===== config.mk =====
export PLATFORM = sky130hd
export DESIGN_NAME = riscv_mc_control
export DESIGN_NICKNAME = d
export VERILOG_FILES = /design/src/rtl/riscv_mc_control.sv
export SDC_FILE = /design/constraint.sdc
export NUM_CORES = 1
export LEC_CHECK = 0
export ABC_AREA = 1
export BUFFER_PORTS_ARGS = -buffer_cell sky130_fd_sc_hd__buf_4
export CAP_MARGIN = 10
export CORE_MARGIN = 3
export CORE_UTILIZATION = 50
export DETAILED_ROUTE_END_ITERATION = 16
export PLACE_DENSITY = 0.74
export SLEW_MARGIN = 10
export SYNTH_ARGS = -nofsm -noshare
export SYNTH_HDL_FRONTEND = slang
export SYNTH_SLANG_ARGS = --single-unit

===== constraint.sdc =====
create_clock -name clk -period 4.25 [get_ports clk]
set_clock_uncertainty 0.15 [all_clocks]
set_input_delay 0.2125 -clock clk [delete_from_list [all_inputs] [get_ports clk]]
set_output_delay 0.2125 -clock clk [all_outputs]
set_load 0.02 [all_outputs]

===== src/rtl/riscv_mc_control.sv =====
// Multicycle control FSM for the RV32I-subset CPU: sequences fetch/decode/execute/memory/writeback,
// drives datapath mux selects and strobes, and counts retired instructions.
module riscv_mc_control (
  input  logic        clk,
  input  logic        rst_n,
  input  logic [6:0]  opcode,
  input  logic [2:0]  funct3,
  input  logic        funct7b5,
  input  logic        alu_zero,
  input  logic        mem_ready,
  output logic        pc_write,
  output logic        old_pc_write,
  output logic        ir_write,
  output logic        i_or_d,
  output logic        mem_read,
  output logic        mem_write,
  output logic        mem_to_reg,
  output logic        reg_write,
  output logic [1:0]  alu_src_a,
  output logic [1:0]  alu_src_b,
  output logic [3:0]  alu_ctl,
  output logic        pc_source,
  output logic        illegal,
  output logic [3:0]  state,
  output logic [31:0] instret
);

  typedef enum logic [3:0] {
    S_FETCH  = 4'd0,
    S_DECODE = 4'd1,
    S_MEMADR = 4'd2,
    S_MEMRD  = 4'd3,
    S_MEMWB  = 4'd4,
    S_MEMWR  = 4'd5,
    S_EXEC   = 4'd6,
    S_ALUWB  = 4'd7,
    S_BRANCH = 4'd8,
    S_TRAP   = 4'd9
  } state_e;

  localparam logic [6:0] OP_LOAD   = 7'b0000011;
  localparam logic [6:0] OP_STORE  = 7'b0100011;
  localparam logic [6:0] OP_RTYPE  = 7'b0110011;
  localparam logic [6:0] OP_ITYPE  = 7'b0010011;
  localparam logic [6:0] OP_BRANCH = 7'b1100011;

  localparam logic [3:0] ALU_AND = 4'd0;
  localparam logic [3:0] ALU_OR  = 4'd1;
  localparam logic [3:0] ALU_ADD = 4'd2;
  localparam logic [3:0] ALU_SUB = 4'd6;
  localparam logic [3:0] ALU_SLT = 4'd7;

  state_e      state_q, state_d;
  logic [31:0] instret_q, instret_d;

  logic pc_write_c, old_pc_write_c, ir_write_c, mem_read_c, mem_write_c, reg_write_c, illegal_c;
  logic [3:0] exec_ctl;
  logic       exec_ok;

  always_comb begin
    exec_ok  = 1'b1;
    exec_ctl = ALU_ADD;
    case (funct3)
      3'b000:  exec_ctl = (opcode == OP_RTYPE && funct7b5) ? ALU_SUB : ALU_ADD;
      3'b010:  exec_ctl = ALU_SLT;
      3'b110:  exec_ctl = ALU_OR;
      3'b111:  exec_ctl = ALU_AND;
      default: exec_ok  = 1'b0;
    endcase
  end

  always_comb begin
    state_d        = state_q;
    pc_write_c     = 1'b0;
    old_pc_write_c = 1'b0;
    ir_write_c     = 1'b0;
    mem_read_c     = 1'b0;
    mem_write_c    = 1'b0;
    reg_write_c    = 1'b0;
    illegal_c      = 1'b0;
    i_or_d         = 1'b0;
    mem_to_reg     = 1'b0;
    alu_src_a      = 2'b00;
    alu_src_b      = 2'b00;
    alu_ctl        = ALU_ADD;
    pc_source      = 1'b0;
    case (state_q)
      S_FETCH: begin
        mem_read_c = 1'b1;
        alu_src_b  = 2'b01;
        if (mem_ready) begin
          ir_write_c     = 1'b1;
          pc_write_c     = 1'b1;
          old_pc_write_c = 1'b1;
          state_d        = S_DECODE;
        end
      end
      S_DECODE: begin
        // Branch target OldPC + imm is parked in ALUOut for BRANCH to use.
        alu_src_a = 2'b01;
        alu_src_b = 2'b10;
        case (opcode)
          OP_LOAD, OP_STORE: state_d = S_MEMADR;
          OP_RTYPE, OP_ITYPE: state_d = S_EXEC;
          OP_BRANCH: state_d = S_BRANCH;
          default: state_d = S_TRAP;
        endcase
      end
      S_MEMADR: begin
        alu_src_a = 2'b10;
        alu_src_b = 2'b10;
        state_d   = (opcode == OP_LOAD) ? S_MEMRD : S_MEMWR;
      end
      S_MEMRD: begin
        mem_read_c = 1'b1;
        i_or_d     = 1'b1;
        if (mem_ready) state_d = S_MEMWB;
      end
      S_MEMWB: begin
        reg_write_c = 1'b1;
        mem_to_reg  = 1'b1;
        state_d     = S_FETCH;
      end
      S_MEMWR: begin
        mem_write_c = 1'b1;
        i_or_d      = 1'b1;
        if (mem_ready) state_d = S_FETCH;
      end
      S_EXEC: begin
        alu_src_a = 2'b10;
        alu_src_b = (opcode == OP_RTYPE) ? 2'b00 : 2'b10;
        if (exec_ok) begin
          alu_ctl = exec_ctl;
          state_d = S_ALUWB;
        end else begin
          state_d = S_TRAP;
        end
      end
      S_ALUWB: begin
        reg_write_c = 1'b1;
        state_d     = S_FETCH;
      end
      S_BRANCH: begin
        alu_src_a = 2'b10;
        alu_ctl   = ALU_SUB;
        pc_source = 1'b1;
        if (funct3 == 3'b000) begin
          pc_write_c = alu_zero;
          state_d    = S_FETCH;
        end else begin
          state_d = S_TRAP;
        end
      end
      S_TRAP: illegal_c = 1'b1;
      default: state_d = S_TRAP;
    endcase
  end

  // An instruction retires on its final transition back to FETCH.
  always_comb begin
    instret_d = instret_q;
    if (state_d == S_FETCH &&
        (state_q == S_MEMWB || state_q == S_MEMWR || state_q == S_ALUWB || state_q == S_BRANCH))
      instret_d = instret_q + 32'd1;
  end

  always_ff @(posedge clk or negedge rst_n) begin
    if (!rst_n) begin
      state_q   <= S_FETCH;
      instret_q <= 32'd0;
    end else begin
      state_q   <= state_d;
      instret_q <= instret_d;
    end
  end

  // Strobes are masked during reset so an aborted instruction cannot write anything.
  assign pc_write     = pc_write_c & rst_n;
  assign old_pc_write = old_pc_write_c & rst_n;
  assign ir_write     = ir_write_c & rst_n;
  assign mem_read     = mem_read_c & rst_n;
  assign mem_write    = mem_write_c & rst_n;
  assign reg_write    = reg_write_c & rst_n;
  assign illegal      = illegal_c & rst_n;
  assign state        = state_q;
  assign instret      = instret_q;

endmodule


==> results of run 1 <==
==> through the flow <==
stage | setup slack, ns | instances | total power (W) | utilization [%] | cell area [um^2]
2_1_floorplan | 2.36 | 452 | 0.000763 | - | 2790
3_3_place_gp | 1.69 | 578 | 0.000885 | 62.7 | 3280
3_5_place_dp | 1.64 | 578 | 0.000893 | 62.7 | 3280
4_1_cts | 1.61 | 587 | 0.00120 | 65.0 | 3400
5_1_grt | 1.38 | 587 | 0.00127 | 65.0 | 3400
6_report | 1.64 | 587 | 0.00119 | 65.0 | 3400
==> cells in the mapped netlist (all sizes together) <==
library cell,n,area [um^2]
o2111ai,1,8.76
nor4,2,12.5
nand3,61,328
nor2,70,290
inv,46,173
o21ai,6,30.0
conb,1,3.75
dfrtp,36,901
a21oi,2,10.0
nor3,3,26.3
xnor2,4,35.0
nand2,193,739
buf,11,100
xor2,11,96.3
nand4,4,25.0
ha,1,12.5
==> flip-flops by register name (all words and copies together) (netlist names) <==
| name | count |
|---|---|
| instret | 32 |
| state | 4 |
==> worst paths after layout <==
path	startpoint	depth (start not counted)	slack [ns]	endpoint
max	state[3]	9	1.64	instret[21]
max reg2reg	state[3]	9	1.64	instret[21]
min in group asynchronous	rst_n	2	0.27	instret[11]
max in group asynchronous	rst_n	2	3.34	instret[18]
min reg2reg	instret[31]	2	0.39	instret[31]
min	mem_ready	2	0.06	state[1]
==> power by group through the flow <==
stage	logic, W	clock network [W]	registers, W
2_1_floorplan	0.000323	0	0.000441
6_report	0.000474	0.000304	0.000412
4_1_cts	0.000476	0.000313	0.000412
5_1_grt	0.000517	0.000331	0.000419
3_3_place_gp	0.000466	0	0.000419
3_5_place_dp	0.000475	0	0.000419
==> what timing repair did <==
| action | CTS | global route |
|---|---|---|
| hold buffers | 1 | 0 |
| endpoints found under the hold margin | 36 | 0 |
| setup buffers | 0 | 0 |
==> per-layer routing <==
metal,vias to the layer above,share of wire [%]
met5,-,0
met4,0,1.2
met3,8,5.4
met2,66,47
met1,1329,47
li1,1527,-
==> layout make-up <==
class / count / area [um^2] / area share (%)
clock buffer: 5 / 68.8 / 2.02
clock inverter: 3 / 42.5 / 1.25
inverter: 46 / 173 / 5.07
multi-input combinational: 359 / 1620 / 47.5
sequential: 36 / 901 / 26.5
tap: 70 / 87.6 / 2.57
timing repair buffer: 68 / 513 / 15.1
==> cell families (layout without fill, tap and decap cells) <==
kind of cell	Yosys count	count (layout)	share of synthesized area (%)
simple gates	333	333	50.9
other cells	1	1	0.134
xor+xnor	15	15	4.71
compound gates	9	9	1.75
flops	36	36	32.3
buf+inv	57	122	9.77
fa+ha+maj	1	1	0.448
==> cell usage in the layout, fill, tap and decap left out <==
cell,instances
a21oi_1,2
buf_4,67
bufinv_16,1
clkbuf_8,5
clkinv_2,1
clkinvlp_4,1
conb_1,1
dfrtp_1,36
dlygate4sd3_1,1
ha_1,1
inv_1,40
inv_2,6
nand2_1,187
nand2_2,6
nand3_1,58
nand3_2,2
nand3_4,1
nand4_1,4
nor2_1,63
nor2_2,5
nor2_4,2
nor3_1,2
nor3_4,1
nor4_1,2
o2111ai_1,1
o21ai_0,6
xnor2_1,4
xor2_1,11
==> results by group, run 1 <==
Run status
  • Status: complete, no violations

Timing
  • Setup Viol. Count Final: 0
  • Setup_tns: 0 ns
  • RSZ-0062 raised after global routing: false
  • Tightest Pin Transition: 1.13 ns
  • Worst slew margin: 24.3%
  • Fmax: 384 MHz
  • Slew Limit Fails: 0
  • Period utilization: 61.3%
  • Final Hold Fails: 0
  • Period minus WS final: 2.61 ns
  • WHS: 0.0595 ns

Clock tree
  • Post-cts sizing count: 0
  • Worst-Skew Late Latency: 0.29 ns
  • CTS buffer count: 5
  • Clock Sinks: 36
  • Clock slew seen by the registers of the worst setup and hold paths: 0.08 ns
  • CTS tree: built
  • Clock Path Buffers: 2
  • H-tree depth: 2
  • Clk root buf: clkbuf_8

Floorplanning
  • Die width: 80.7 um
  • Die area: 6520 um^2
  • Io pins: 69
  • Die H: 80.7 um
  • Initial Utilization: 53.3%
  • FP Rows: 26
  • Core ar.: 5240 um^2

Global routing
  • Tot GR Track Use: 24.5%
  • Global-route wire length before repair: 12.5 mm
  • Grt met3 use: 4.60%
  • Met1 Use GR: 31.5%
  • Gr busiest metal: met2
  • Initial antenna violation count: 0
  • Largest net degree at the start of global routing: 40
  • Total gr overflow: 0
  • Met2 usage: 42.1%
  • Vias in the first global route: 2,699

Setup path
  • Crit end category: flop
  • WS Path Type: flop to flop
  • Critical path launch point type: flop
  • Critical Path AT: 2.64 ns
  • Worst path cell trace: inv_2 > nand2_2 > nor2_2 > nand2_2 > nand3_2 > nor2_4 > nand3_4 > nand2_1 > nand2_1
  • Critical Path RT: 4.28 ns
  • Crit path buf inv count: 1
  • Slowest stage delay, CP: 0.61 ns
  • Worst path top cell family by delay: simple AND/OR/NAND/NOR gates
  • Slowest cell on the critical path: nor2_4
  • Crit-path max FO: 34

Pwr
  • Clock network fraction of design power: 25.6%
  • Sequential power share: 34.6%
  • Power density cells: 350 nW/um^2
  • Switching share of total power: 41.2%
  • Internal power: 0.000700 W
  • P_leak: 1.78 nW
  • Peak supply drop: 0.000345 V
  • P_sw: 0.000490 W
  • Comb pwr share: 39.8%

Detailed routing
  • Initial DRC count: 156
  • Vias: 2,930
  • Post-DR wirelength/cell: 12.7 um
  • Routed wire length: 7.43 mm
  • Via-to-Cell Ratio: 4.99
  • 1st-pass router iterations: 4
  • Drt drc: 0
  • ANT nets after route: 0

Min path
  • Hold/Removal Path Class: input pin to flop

Logic synthesis
  • Seq/Total Area, Yosys: 32.3%
  • Cell variety after synth: 25
  • Mapped Nets: 468
  • Mapped Cells: 452
  • Warnings, synthesis: 0
  • Syn Std Cell Area: 2790 um^2
  • Syn avg cell area: 6.18 um^2
  • Post-synthesis register bit count: 36

Layout
  • Layout cell share with drive strength beyond 1: 19.0%
  • Fin nets: 532
  • P&R area growth vs syn: 21.9%
  • # diodes: 0
  • Filler cell count: 525

Place
  • Final Wtd Congestion: 0.964
  • HPWL Detailed: 5.67 mm
  • PortBufs: 67

Flow run
  • Max_cap viols: 0
No activity file was read; power rests on OpenSTA's default activity.
==> run 2: changes to the inputs <==
--- a/config.mk
+++ b/config.mk
@@ -5,13 +5,13 @@
 export SDC_FILE = /design/constraint.sdc
 export NUM_CORES = 1
 export LEC_CHECK = 0
-export ABC_AREA = 1
+export ABC_AREA = 0
 export BUFFER_PORTS_ARGS = -buffer_cell sky130_fd_sc_hd__buf_4
 export CAP_MARGIN = 10
 export CORE_MARGIN = 3
 export CORE_UTILIZATION = 50
 export DETAILED_ROUTE_END_ITERATION = 16
-export PLACE_DENSITY = 0.74
+export PLACE_DENSITY = 0.77
 export SLEW_MARGIN = 10
 export SYNTH_ARGS = -nofsm -noshare
 export SYNTH_HDL_FRONTEND = slang
==> constraint.sdc (replaced) <==
create_clock -name clk -period 2.5 [get_ports clk]
set_clock_uncertainty 0.15 [all_clocks]
set_input_delay 0.125 -clock clk [delete_from_list [all_inputs] [get_ports clk]]
set_output_delay 0.125 -clock clk [all_outputs]
set_load 0.02 [all_outputs]
==> run 2 against run 1 <==
  * Wire length is 30% lower
  * Largest cell class unchanged
  * Synthesized cell count is 52% lower
  * Via count is 35% lower
  * Total power is 9.3% lower
  * Count of clock-buffer cells in the layout is 2 higher
==> results by group, run 2 <==
Run status
  • Status: complete, no violations

Clock tree
  • CTS buffer count: 5 (unchanged)
  • H-tree depth: 2 (unchanged)
  • Worst-Skew Late Latency: 0.29 ns (about the same)
  • Clk root buf: clkbuf_8
  • Clock slew seen by the registers of the worst setup and hold paths: 0.07 ns (about the same)
  • Clock Path Buffers: 2 (unchanged)
  • CTS tree: built
  • Clock Sinks: 36 (unchanged)

Setup path
  • WS Path Type: flop to flop
  • Critical Path RT: 2.51 ns (-1.77 ns)
  • Critical Path AT: 2.39 ns (-0.25 ns)
  • Critical path launch point type: flop
  • Crit end category: flop
  • Crit-path max FO: 13 (-62%)

Logic synthesis
  • Ys async rst share: 100% (unchanged)
  • Warnings, synthesis: 0 (unchanged)
  • Post-synthesis register bit count: 36 (unchanged)
  • Commonest cells post-synth: 36 x dfrtp_1, 21 x xnor2_1, 19 x nor2_1, 17 x nand2_1
  • Area leader, netlist: dfrtp_1
  • Syn avg cell area: 9.66 um^2 (+56%)
  • Seq/Total Area, Yosys: 43.0% (+11 points)
  • Syn Std Cell Area: 2100 um^2 (-25%)
  • Top cells by area, synth: dfrtp_1 43%, xnor2_1 8.8%, xor2_1 4.6%
  • Count leader, synth: dfrtp_1
  • Cell variety after synth: 45 (+80%)
  • Mapped Cells: 217 (-52%)
  • Synth Flop Type: dfrtp_1
  • Mapped Nets: 233 (-50%)
  • Post-synth EDFFs: 0 (unchanged)
  • Top cell type's share of synthesized area: 43.0% (+11 points)

Timing
  • Final Hold Fails: 0 (unchanged)
  • Tightest Pin Transition: 0.534 ns (-0.598 ns)
  • Setup_tns: 0 ns (unchanged)
  • Worst setup slack after layout: 0.117 ns (-1.53 ns)
  • Setup Viol. Count Final: 0 (unchanged)
  • Period minus WS final: 2.38 ns (-0.223 ns)
  • Slew Limit Fails: 0 (unchanged)
  • Fmax: 420 MHz (+9.4%)
  • Period utilization: 95.3% (+34 points)
  • RSZ-0062 raised after global routing: false
  • Worst slew margin: 64.3% (+40 points)

Floorplanning
  • Die area: 5000 um^2 (-23%)
  • Io pins: 69 (unchanged)
  • FP Rows: 22 (-15%)
  • Die H: 70.7 um (-12%)
  • Die width: 70.7 um (-12%)
  • Initial Utilization: 54.4% (+1.1 points)
  • Core ar.: 3850 um^2 (-26%)

Layout
  • Utilization after layout: 72.6% (+7.6 points)
  • P&R area growth vs syn: 33.4%
  • Filler cell count: 331 (-37%)
  • Fin nets: 309 (-42%)
  • Max FFs per register: 32 (unchanged)
  • Most frequent cells in the layout: 77 x buf_4, 36 x dfrtp_1, 21 x xnor2_1
  • Layout cell share with drive strength beyond 1: 33.4% (+14 points)
  • # diodes: 0 (unchanged)
  • Commonest non-fill, non-tap cell in the layout: buf_4

Global routing
  • Global-route wire length before repair: 8.69 mm (-30%)
  • Tot GR Track Use: 21.6% (-2.9 points)
  • Total gr overflow: 0 (unchanged)
  • Initial antenna violation count: 0 (unchanged)
  • Largest net degree at the start of global routing: 37 (-7.5%)
  • Vias in the first global route: 1,809 (-33%)

Detailed routing
  • Drt drc: 0 (unchanged)
  • Routed wire length: 5.18 mm (-30%)
  • Initial DRC count: 98 (-37%)
  • Via-to-Cell Ratio: 5.56 (+11%)
  • ANT nets after route: 0 (unchanged)
  • 1st-pass router iterations: 4 (unchanged)
  • Post-DR wirelength/cell: 15.2 um (+20%)
  • Vias: 1,895 (-35%)

Place
  • Post-Place Setup Slack: 0.0520 ns (-1.58 ns)
  • PortBufs: 67 (unchanged)
  • HPWL Detailed: 3.89 mm (-31%)
  • Final Wtd Congestion: 0.874 (-9.4%)

Pwr
  • Total power: 0.00108 W (-9.3%)
  • Peak supply drop: 0.000312 V (-9.4%)
  • Power density cells: 386 nW/um^2 (+10%)
  • P_leak: 1.38 nW (-22%)

Flow run
  • Max_cap viols: 0 (unchanged)

Min path
  • Hold/Removal Path Class: input pin to flop
==> run 2: final cells by class <==
| class | instances | area (um^2) | share of cell area [%] |
|---|---|---|---|
| inverter | 4 | 15.0 | 0.537 |
| clock buffer | 7 | 96.3 | 3.45 |
| multi-input combinational | 167 | 1130 | 40.3 |
| timing repair buffer | 79 | 598 | 21.4 |
| tap | 48 | 60.1 | 2.15 |
| sequential | 36 | 901 | 32.2 |
==> run 2: per-layer routing <==
layer  track usage [%]  up-vias  routed length, um
met1              30.2      896               2370
met4              7.93        0                 80
met3              4.83        9                331
met5                 0        -                  0
met2              33.0       67               2400
li1                  -      923                  -
==> run 2: metrics by stage <==
| stage | std cells | area, um^2 | hold slack [ns] |
|---|---|---|---|
| floorplan | 217 | 2100 | -0.321 |
| global placement | 332 | 2670 | 0.103 |
| global route | 341 | 2800 | 0.103 |
| CTS | 341 | 2790 | 0.0926 |
| detailed placement | 332 | 2670 | 0.101 |
| finish | 341 | 2800 | 0.0941 |
==> run 2: worst paths after layout <==
kind                             start     endpoint  slack, ns  cells after the start
max                           state[1]  instret[29]       0.12                      6
min                          funct3[0]     state[3]       0.09                      4
max reg2reg                   state[1]  instret[29]       0.12                      6
min reg2reg                instret[29]  instret[29]       0.34                      1
max in group asynchronous        rst_n  instret[11]       1.55                      3
min in group asynchronous        rst_n   instret[4]       0.32                      3
==> run 2: kinds of logic (layout without fill, tap and decap cells) <==
group	after synthesis	in the layout	share of synthesized area, %
simple gates	112	112	31.7
flops	36	36	43.0
xor+xnor	32	32	13.4
compound gates	20	20	6.87
buf+inv	14	90	3.82
fa+ha+maj	1	1	0.597
other cells	1	1	0.179
mux	1	1	0.478
==> run 2: repair_timing <==
item,in CTS,in global routing
hold buffers,2,0
buffers inserted,0,0
gates resized for setup,0,2
endpoints found under the setup margin,0,13
endpoints found under the hold margin,37,0
==> run 2: power by group <==
| part | total (W) | switching, W | internal (W) |
|---|---|---|---|
| registers | 0.000582 | 0.000000113 | 0.000582 |
| logic | 0.0000542 | 0.0000301 | 0.0000241 |
| clock network | 0.000444 | 0.000199 | 0.000245 |
| total | 0.00108 | 0.000229 | 0.000852 |
==> run 2: critical path, cell delays in order (launching register included) <==
cell and delay (ns):
dfrtp_1 0.43, buf_4 0.19, or3b_2 0.46, a21oi_1 0.43, or3_4 0.35, nor4_1 0.10
xor2_1 0.14
